File: config.mk
export PLATFORM = sky130hd
export DESIGN_NAME = vga_display_engine_flat
export DESIGN_NICKNAME = d
export VERILOG_FILES = /design/src/rtl/vga_display_engine_if.sv /design/src/rtl/vga_display_engine.sv /design/src/flat_wrapper.sv
export SDC_FILE = /design/constraint.sdc
export NUM_CORES = 1
export LEC_CHECK = 0
export BUFFER_PORTS_ARGS = -buffer_cell sky130_fd_sc_hd__buf_2
export CAP_MARGIN = 20
export CORE_UTILIZATION = 45
export DETAILED_ROUTE_END_ITERATION = 16
export PLACE_DENSITY_LB_ADDON = 0.08
export SETUP_SLACK_MARGIN = 0.02
export SLEW_MARGIN = 10
export SYNTH_ARGS = -nofsm -noshare
export SYNTH_HDL_FRONTEND = slang
export SYNTH_SLANG_ARGS = --single-unit
File: constraint.sdc
create_clock -name video_clk -period 2 [get_ports video_clk]
set_clock_uncertainty 0.1 [all_clocks]
set_input_delay 0.1 -clock video_clk [delete_from_list [all_inputs] [get_ports video_clk]]
set_output_delay 0.1 -clock video_clk [all_outputs]
set_load 0.05 [all_outputs]
File: src/rtl/vga_display_engine_if.sv
// Frame / edge BRAM read port shared by the VGA display engine.
// The engine drives the address; both memories return data MEM_LATENCY cycles later.
interface vga_display_engine_if #(
    parameter int ADDR_W = 19,
    parameter int CH_W   = 4,
    parameter int EDGE_W = 3
);
    logic [ADDR_W-1:0] mem_addr;
    logic [3*CH_W-1:0] rgb_data;
    logic [EDGE_W-1:0] edge_data;

    modport master (
        output mem_addr,
        input  rgb_data,
        input  edge_data
    );

    modport slave (
        input  mem_addr,
        output rgb_data,
        output edge_data
    );
endinterface

File: src/rtl/vga_display_engine.sv
// VGA timing generator with latency-compensated frame BRAM fetch
// and four frame-latched render modes (RGB, gray, edge, edge over gray).
module vga_display_engine #(
    parameter int H_ACTIVE    = 640,
    parameter int H_FP        = 16,
    parameter int H_SYNC      = 96,
    parameter int H_BP        = 48,
    parameter int V_ACTIVE    = 480,
    parameter int V_FP        = 10,
    parameter int V_SYNC      = 2,
    parameter int V_BP        = 33,
    parameter int ADDR_W      = 19,
    parameter int CH_W        = 4,
    parameter int EDGE_W      = 3,
    parameter int MEM_LATENCY = 2,
    parameter bit SYNC_POL    = 1'b0
) (
    input  logic                video_clk,
    input  logic                reset_n,
    input  logic [1:0]          mode,
    input  logic [3*CH_W-1:0]   overlay_color,
    vga_display_engine_if.master mem,
    output logic                hsync,
    output logic                vsync,
    output logic                de,
    output logic [3*CH_W-1:0]   video_out,
    output logic                frame_start
);
    localparam int H_TOTAL = H_ACTIVE + H_FP + H_SYNC + H_BP;
    localparam int V_TOTAL = V_ACTIVE + V_FP + V_SYNC + V_BP;
    localparam int HW = $clog2(H_TOTAL + 1);
    localparam int VW = $clog2(V_TOTAL + 1);

    localparam logic [HW-1:0] H_ACT  = HW'(H_ACTIVE);
    localparam logic [HW-1:0] HS_BEG = HW'(H_ACTIVE + H_FP);
    localparam logic [HW-1:0] HS_END = HW'(H_ACTIVE + H_FP + H_SYNC);
    localparam logic [HW-1:0] H_LAST = HW'(H_TOTAL - 1);
    localparam logic [VW-1:0] V_ACT  = VW'(V_ACTIVE);
    localparam logic [VW-1:0] VS_BEG = VW'(V_ACTIVE + V_FP);
    localparam logic [VW-1:0] VS_END = VW'(V_ACTIVE + V_FP + V_SYNC);
    localparam logic [VW-1:0] V_LAST = VW'(V_TOTAL - 1);

    typedef struct packed {
        logic [1:0] md;
        logic       fs;
        logic       vs;
        logic       hs;
        logic       act;
    } flags_t;

    logic [HW-1:0] hcount;
    logic [VW-1:0] vcount;
    logic [1:0]    mode_q;
    logic          h_end;
    logic          wrap;
    flags_t        st0;
    flags_t        dly [MEM_LATENCY];
    flags_t        tl;

    assign h_end = (hcount == H_LAST);
    assign wrap  = h_end && (vcount == V_LAST);

    always_comb begin
        st0.md  = mode_q;
        st0.act = (hcount < H_ACT) && (vcount < V_ACT);
        st0.hs  = (hcount >= HS_BEG) && (hcount < HS_END);
        st0.vs  = (vcount >= VS_BEG) && (vcount < VS_END);
        st0.fs  = st0.act && (hcount == '0) && (vcount == '0);
    end

    // Address tracks the raster incrementally and freezes through blanking.
    always_ff @(posedge video_clk or negedge reset_n) begin
        if (!reset_n) begin
            hcount       <= '0;
            vcount       <= '0;
            mode_q       <= '0;
            mem.mem_addr <= '0;
        end else begin
            if (h_end) begin
                hcount <= '0;
                vcount <= wrap ? '0 : vcount + VW'(1);
            end else begin
                hcount <= hcount + HW'(1);
            end
            if (wrap) begin
                mem.mem_addr <= '0;
                mode_q       <= mode;
            end else if (st0.act) begin
                mem.mem_addr <= mem.mem_addr + ADDR_W'(1);
            end
        end
    end

    always_ff @(posedge video_clk or negedge reset_n) begin
        if (!reset_n) begin
            for (int i = 0; i < MEM_LATENCY; i++) dly[i] <= '0;
        end else begin
            dly[0] <= st0;
            for (int i = 1; i < MEM_LATENCY; i++) dly[i] <= dly[i-1];
        end
    end

    assign tl = dly[MEM_LATENCY-1];

    logic [CH_W-1:0]   r_ch, g_ch, b_ch, gray;
    logic [CH_W+1:0]   gsum;
    logic [3*CH_W-1:0] gray_px;
    logic [3*CH_W-1:0] pix;
    logic              is_edge;

    assign {r_ch, g_ch, b_ch} = mem.rgb_data;
    assign is_edge = |mem.edge_data;

    always_comb begin
        gsum = {2'b00, r_ch >> 2} + {2'b00, g_ch >> 1}
             + {2'b00, g_ch >> 3} + {2'b00, b_ch >> 3};
        gray = (|gsum[CH_W+1:CH_W]) ? '1 : gsum[CH_W-1:0];
        gray_px = {gray, gray, gray};
    end

    always_comb begin
        pix = '0;
        case (tl.md)
            2'd0:    pix = mem.rgb_data;
            2'd1:    pix = gray_px;
            2'd2:    pix = is_edge ? overlay_color : '0;
            default: pix = is_edge ? overlay_color : gray_px;
        endcase
    end

    always_ff @(posedge video_clk or negedge reset_n) begin
        if (!reset_n) begin
            hsync       <= ~SYNC_POL;
            vsync       <= ~SYNC_POL;
            de          <= 1'b0;
            frame_start <= 1'b0;
            video_out   <= '0;
        end else begin
            hsync       <= tl.hs ? SYNC_POL : ~SYNC_POL;
            vsync       <= tl.vs ? SYNC_POL : ~SYNC_POL;
            de          <= tl.act;
            frame_start <= tl.fs;
            video_out   <= tl.act ? pix : '0;
        end
    end
endmodule

File: src/flat_wrapper.sv
// flat-port wrapper written by rule: the top's interface ports become plain ports
module vga_display_engine_flat 
#(
    parameter int H_ACTIVE    = 640,
    parameter int H_FP        = 16,
    parameter int H_SYNC      = 96,
    parameter int H_BP        = 48,
    parameter int V_ACTIVE    = 480,
    parameter int V_FP        = 10,
    parameter int V_SYNC      = 2,
    parameter int V_BP        = 33,
    parameter int ADDR_W      = 19,
    parameter int CH_W        = 4,
    parameter int EDGE_W      = 3,
    parameter int MEM_LATENCY = 2,
    parameter bit SYNC_POL    = 1'b0
)
  (video_clk, reset_n, mode, overlay_color, hsync, vsync, de, video_out, frame_start, mem_mem_addr, mem_rgb_data, mem_edge_data);
  vga_display_engine_if #(.ADDR_W(ADDR_W), .CH_W(CH_W), .EDGE_W(EDGE_W)) mem_i ();
  input  logic video_clk;
  input  logic reset_n;
  input  logic [1:0] mode;
  input  logic [3*CH_W-1:0] overlay_color;
  output logic hsync;
  output logic vsync;
  output logic de;
  output logic [3*CH_W-1:0] video_out;
  output logic frame_start;
  output wire logic [$bits(mem_i.mem_addr)-1:0] mem_mem_addr;
  input wire logic [$bits(mem_i.rgb_data)-1:0] mem_rgb_data;
  input wire logic [$bits(mem_i.edge_data)-1:0] mem_edge_data;
  assign mem_mem_addr = mem_i.mem_addr;
  assign mem_i.rgb_data = mem_rgb_data;
  assign mem_i.edge_data = mem_edge_data;
  vga_display_engine #(.H_ACTIVE(H_ACTIVE), .H_FP(H_FP), .H_SYNC(H_SYNC), .H_BP(H_BP), .V_ACTIVE(V_ACTIVE), .V_FP(V_FP), .V_SYNC(V_SYNC), .V_BP(V_BP), .ADDR_W(ADDR_W), .CH_W(CH_W), .EDGE_W(EDGE_W), .MEM_LATENCY(MEM_LATENCY), .SYNC_POL(SYNC_POL)) u_core (.video_clk(video_clk), .reset_n(reset_n), .mode(mode), .overlay_color(overlay_color), .mem(mem_i), .hsync(hsync), .vsync(vsync), .de(de), .video_out(video_out), .frame_start(frame_start));
endmodule
==> impl_metrics.tcl <==
set metrics [dict create \
    outcome "finished, final reports clean" \
    routed_via_density 5.432 \
    grt_overflow 0 \
    max_freq_ghz 0.5141 \
    firstDrtPassIters 6 \
    postRouteWirelength_um 7958 \
    grt_pass1_wl_um 13280 \
    synthTopCellsByArea "dfrtp_1 49%, xnor2_1 3.6%, ha_1 2.9%, or4_1 2.6%, nand4_1 2.4%" \
    regArea_um2 1747 \
    clock-sinks 69 \
    die_w_um 88.97 \
    insertion_delay_ps 340 \
    synth_common_cells "67 x dfrtp_1, 20 x nor2_1, 16 x a21oi_1, 15 x nand2_1, 14 x xnor2_1" \
    p_leak_nw 2.048 \
    place_congestion 0.8481 \
    wl_per_cell_um 14.50 \
    r2r_end "u_core.mem.mem_addr[15]" \
    crit_type "reg2reg" \
    fin_crit_sh_pct 97.26 \
    cts_max_path_buffers 2 \
    grt_pass1_vias 2778 \
    maxSlewHeadroom_pct 59.52 \
    crit_start "u_core.vcount[6]" \
    rsz0062_at_grt "true" \
    final-hold-violation-count 0 \
    coreArea_um2 7292 \
    crit_end "u_core.mem.mem_addr[15]" \
    pin_count 66 \
    peakVddDrop_mv 0.4551 \
    synth_seq_cells 69 \
    fin_setup_tns_ps 0 \
    max_cap_violations 0 \
    ant_nets 0 \
    place.detailed.hpwl_um 5707 \
    period_minus_slack_ps 1945 \
    numCtsBuffers 9 \
    synth_cell_types 49 \
    final_core_util_pct 62.54 \
    multiInputGateArea_um2 1600 \
    die_area_um2 7915 \
    track_usage_pct 22.03 \
    cpPeakStageDelay_ps 510 \
    critPathRequiredTime_ps 2170 \
    post-route-drc-count 0 \
    port-buffer-count 65 \
    ys_async_sr_fraction_pct 100.0 \
    postSynthAreaPerCell_um2 10.47 \
    grt_max_degree 26 \
    antennaDiodeCount 0 \
    via_count 2982 \
    setup_violations 0 \
    end_kind "register" \
    yosys_most_used_dff "dfrtp_1" \
    synth-edff-count 0 \
    drv_slew 0 \
    htree_levels 3 \
    setup_ws_ps 54.79 \
    antenna_found_initial 0 \
    die_y_um 88.97 \
    clk_pin_slew_ps 80 \
    num-fill-cells 613 \
    synth_top_area_share_pct 49.26 \
    reg2reg_slack_ps 50 \
    cp-start-kind "register" \
    clock-root-buffer "clkbuf_8" \
    p_total_mw 2.920 \
    arrival_ps 2120 \
    p_per_area_nw_per_um2 640.3 \
    syn_inst 325 \
    areaGrowthSynthToFinish_pct 34.01 \
    path_cells "and4_1 > or3_4 > or4_1 > a21oi_1" \
    seq_area_frac_synth_pct 50.81 \
    yosysTopAreaCell "dfrtp_1" \
    yosys_warnings 0 \
    syn_area_um2 3403 \
    reg2reg_depth 4 \
    worst_pin_slew_ps 607.2 \
    final_nets 486 \
    num_rows 31 \
    rr_startpoint "u_core.vcount[6]" \
    min_path_type "in2reg" \
    first_iter_violations 154 \
    layout-drive-gt1-share_pct 34.67 \
    pre_cts_ws_ps -217.8 \
    yosysMostFrequentCell "dfrtp_1" \
    syn_nets 366 \
    cp_max_fo 10 \
    cts_tree "built" \
    cpMaxStageDelayCell "or4_1" \
    start_util_pct 46.67 \
]
==> where the power goes <==
part | total (mW) | internal [mW] | switching [mW]
combinational | 0.238 | 0.0977 | 0.141
clock | 1.27 | 0.739 | 0.533
sequential | 1.41 | 1.41 | 0.00331
total | 2.92 | 2.24 | 0.677
==> cells by family after synthesis <==
| logic type | count (synthesis) | synth area share (%) |
|---|---|---|
| AO/OA/AOI/OAI | 63 | 12.54 |
| XOR/XNOR | 23 | 5.919 |
| adder cells (fa/ha/maj) | 10 | 4.118 |
| multiplexers | 4 | 1.250 |
| AND/OR/NAND/NOR | 130 | 22.06 |
| flip-flops | 69 | 50.81 |
| buffers and inverters | 26 | 3.309 |
==> metrics by stage <==
step	cell area, µm²	cells	hold slack, ps
floorplan	3433	325	-295.6
global placement	4180	520	46.34
detailed placement	4180	520	58.52
CTS	4527	548	37.19
global route	4561	549	64.38
finish	4561	549	57.83
==> layout make-up <==
| type | instances | share of cell area, % |
|---|---|---|
| Sequential cell | 69 | 38.30 |
| Tap cell | 99 | 2.716 |
| Timing Repair Buffer | 124 | 18.05 |
| Inverter | 11 | 0.9054 |
| Multi-Input combinational cell | 230 | 35.09 |
| Clock buffer | 11 | 3.100 |
| Clock inverter | 5 | 1.838 |
==> flip-flops by register name (all words and copies together) (netlist names) <==
name and count:
u_core.frame_start 1, u_core.mode_q 2, u_core.video_out 12, u_core.mem.mem_addr 19, u_core.vcount 10, u_core.vsync 1
u_core.hsync 1, u_core.dly 12, u_core.de 1, u_core.hcount 10
==> worst min path at each step <==
stage | end | slack (ps) | depth (start not counted) | from
3_3_place_gp | u_core.video_out[4] | 50 | 1 | reset_n
5_1_grt | u_core.video_out[2] | 60 | 4 | mem_rgb_data[2]
3_5_place_dp | u_core.video_out[4] | 60 | 1 | reset_n
6_report | u_core.video_out[2] | 60 | 4 | mem_rgb_data[2]
2_1_floorplan | u_core.de | -300 | 0 | reset_n
4_1_cts | u_core.video_out[1] | 40 | 4 | mem_rgb_data[1]
==> layer usage <==
layer  share of wire (%)  vias up  GRT usage [%]
met5                   0        -              0
met2                  46       80          34.62
li1                    -     1446              -
met4                0.73        0          6.494
met1                  49     1448          31.27
met3                 4.6        8          4.155
==> worst max-delay path: cells and delay by family (launching register included) <==
family / cells / cell delay [ps]
AOI/OAI and AO/OA: 1 / 150
DFF: 1 / 450
and+or+nand+nor: 3 / 1180
==> cells in the final DEF, fill, tap and decap left out, drive strengths merged, types with 3 or more instances in the layout <==
master | synthesis | final
or4 | 12 | 12
or3 | 5 | 5
inv | 11 | 11
xnor2 | 14 | 14
xor2 | 9 | 9
a211oi | 3 | 3
clkbuf | 12 | 11
a311oi | 6 | 6
nand3 | 13 | 13
nand2b | 3 | 3
ha | 8 | 8
o2bb2ai | 6 | 6
o21ai | 10 | 10
nor2b | 4 | 4
a22oi | 6 | 6
and2 | 8 | 8
o31ai | 9 | 9
nor4 | 9 | 9
buf | 3 | 112
nor2 | 20 | 20
and3 | 9 | 9
nand2 | 15 | 15
nor3 | 8 | 8
a21oi | 16 | 16
dfrtp | 67 | 67
dlygate4sd3 | 0 | 12
nand4 | 13 | 13
and4 | 3 | 3
==> repair_timing <==
action                                  CTS  global route
endpoints found under the hold margin    32             0
pin swaps                                 0             3
buffers inserted                          0             1
gates resized for setup                   1             7
hold buffers                             12             0
endpoints found under the setup margin    1            23
Note: power is estimated with default switching activity, not from simulation.
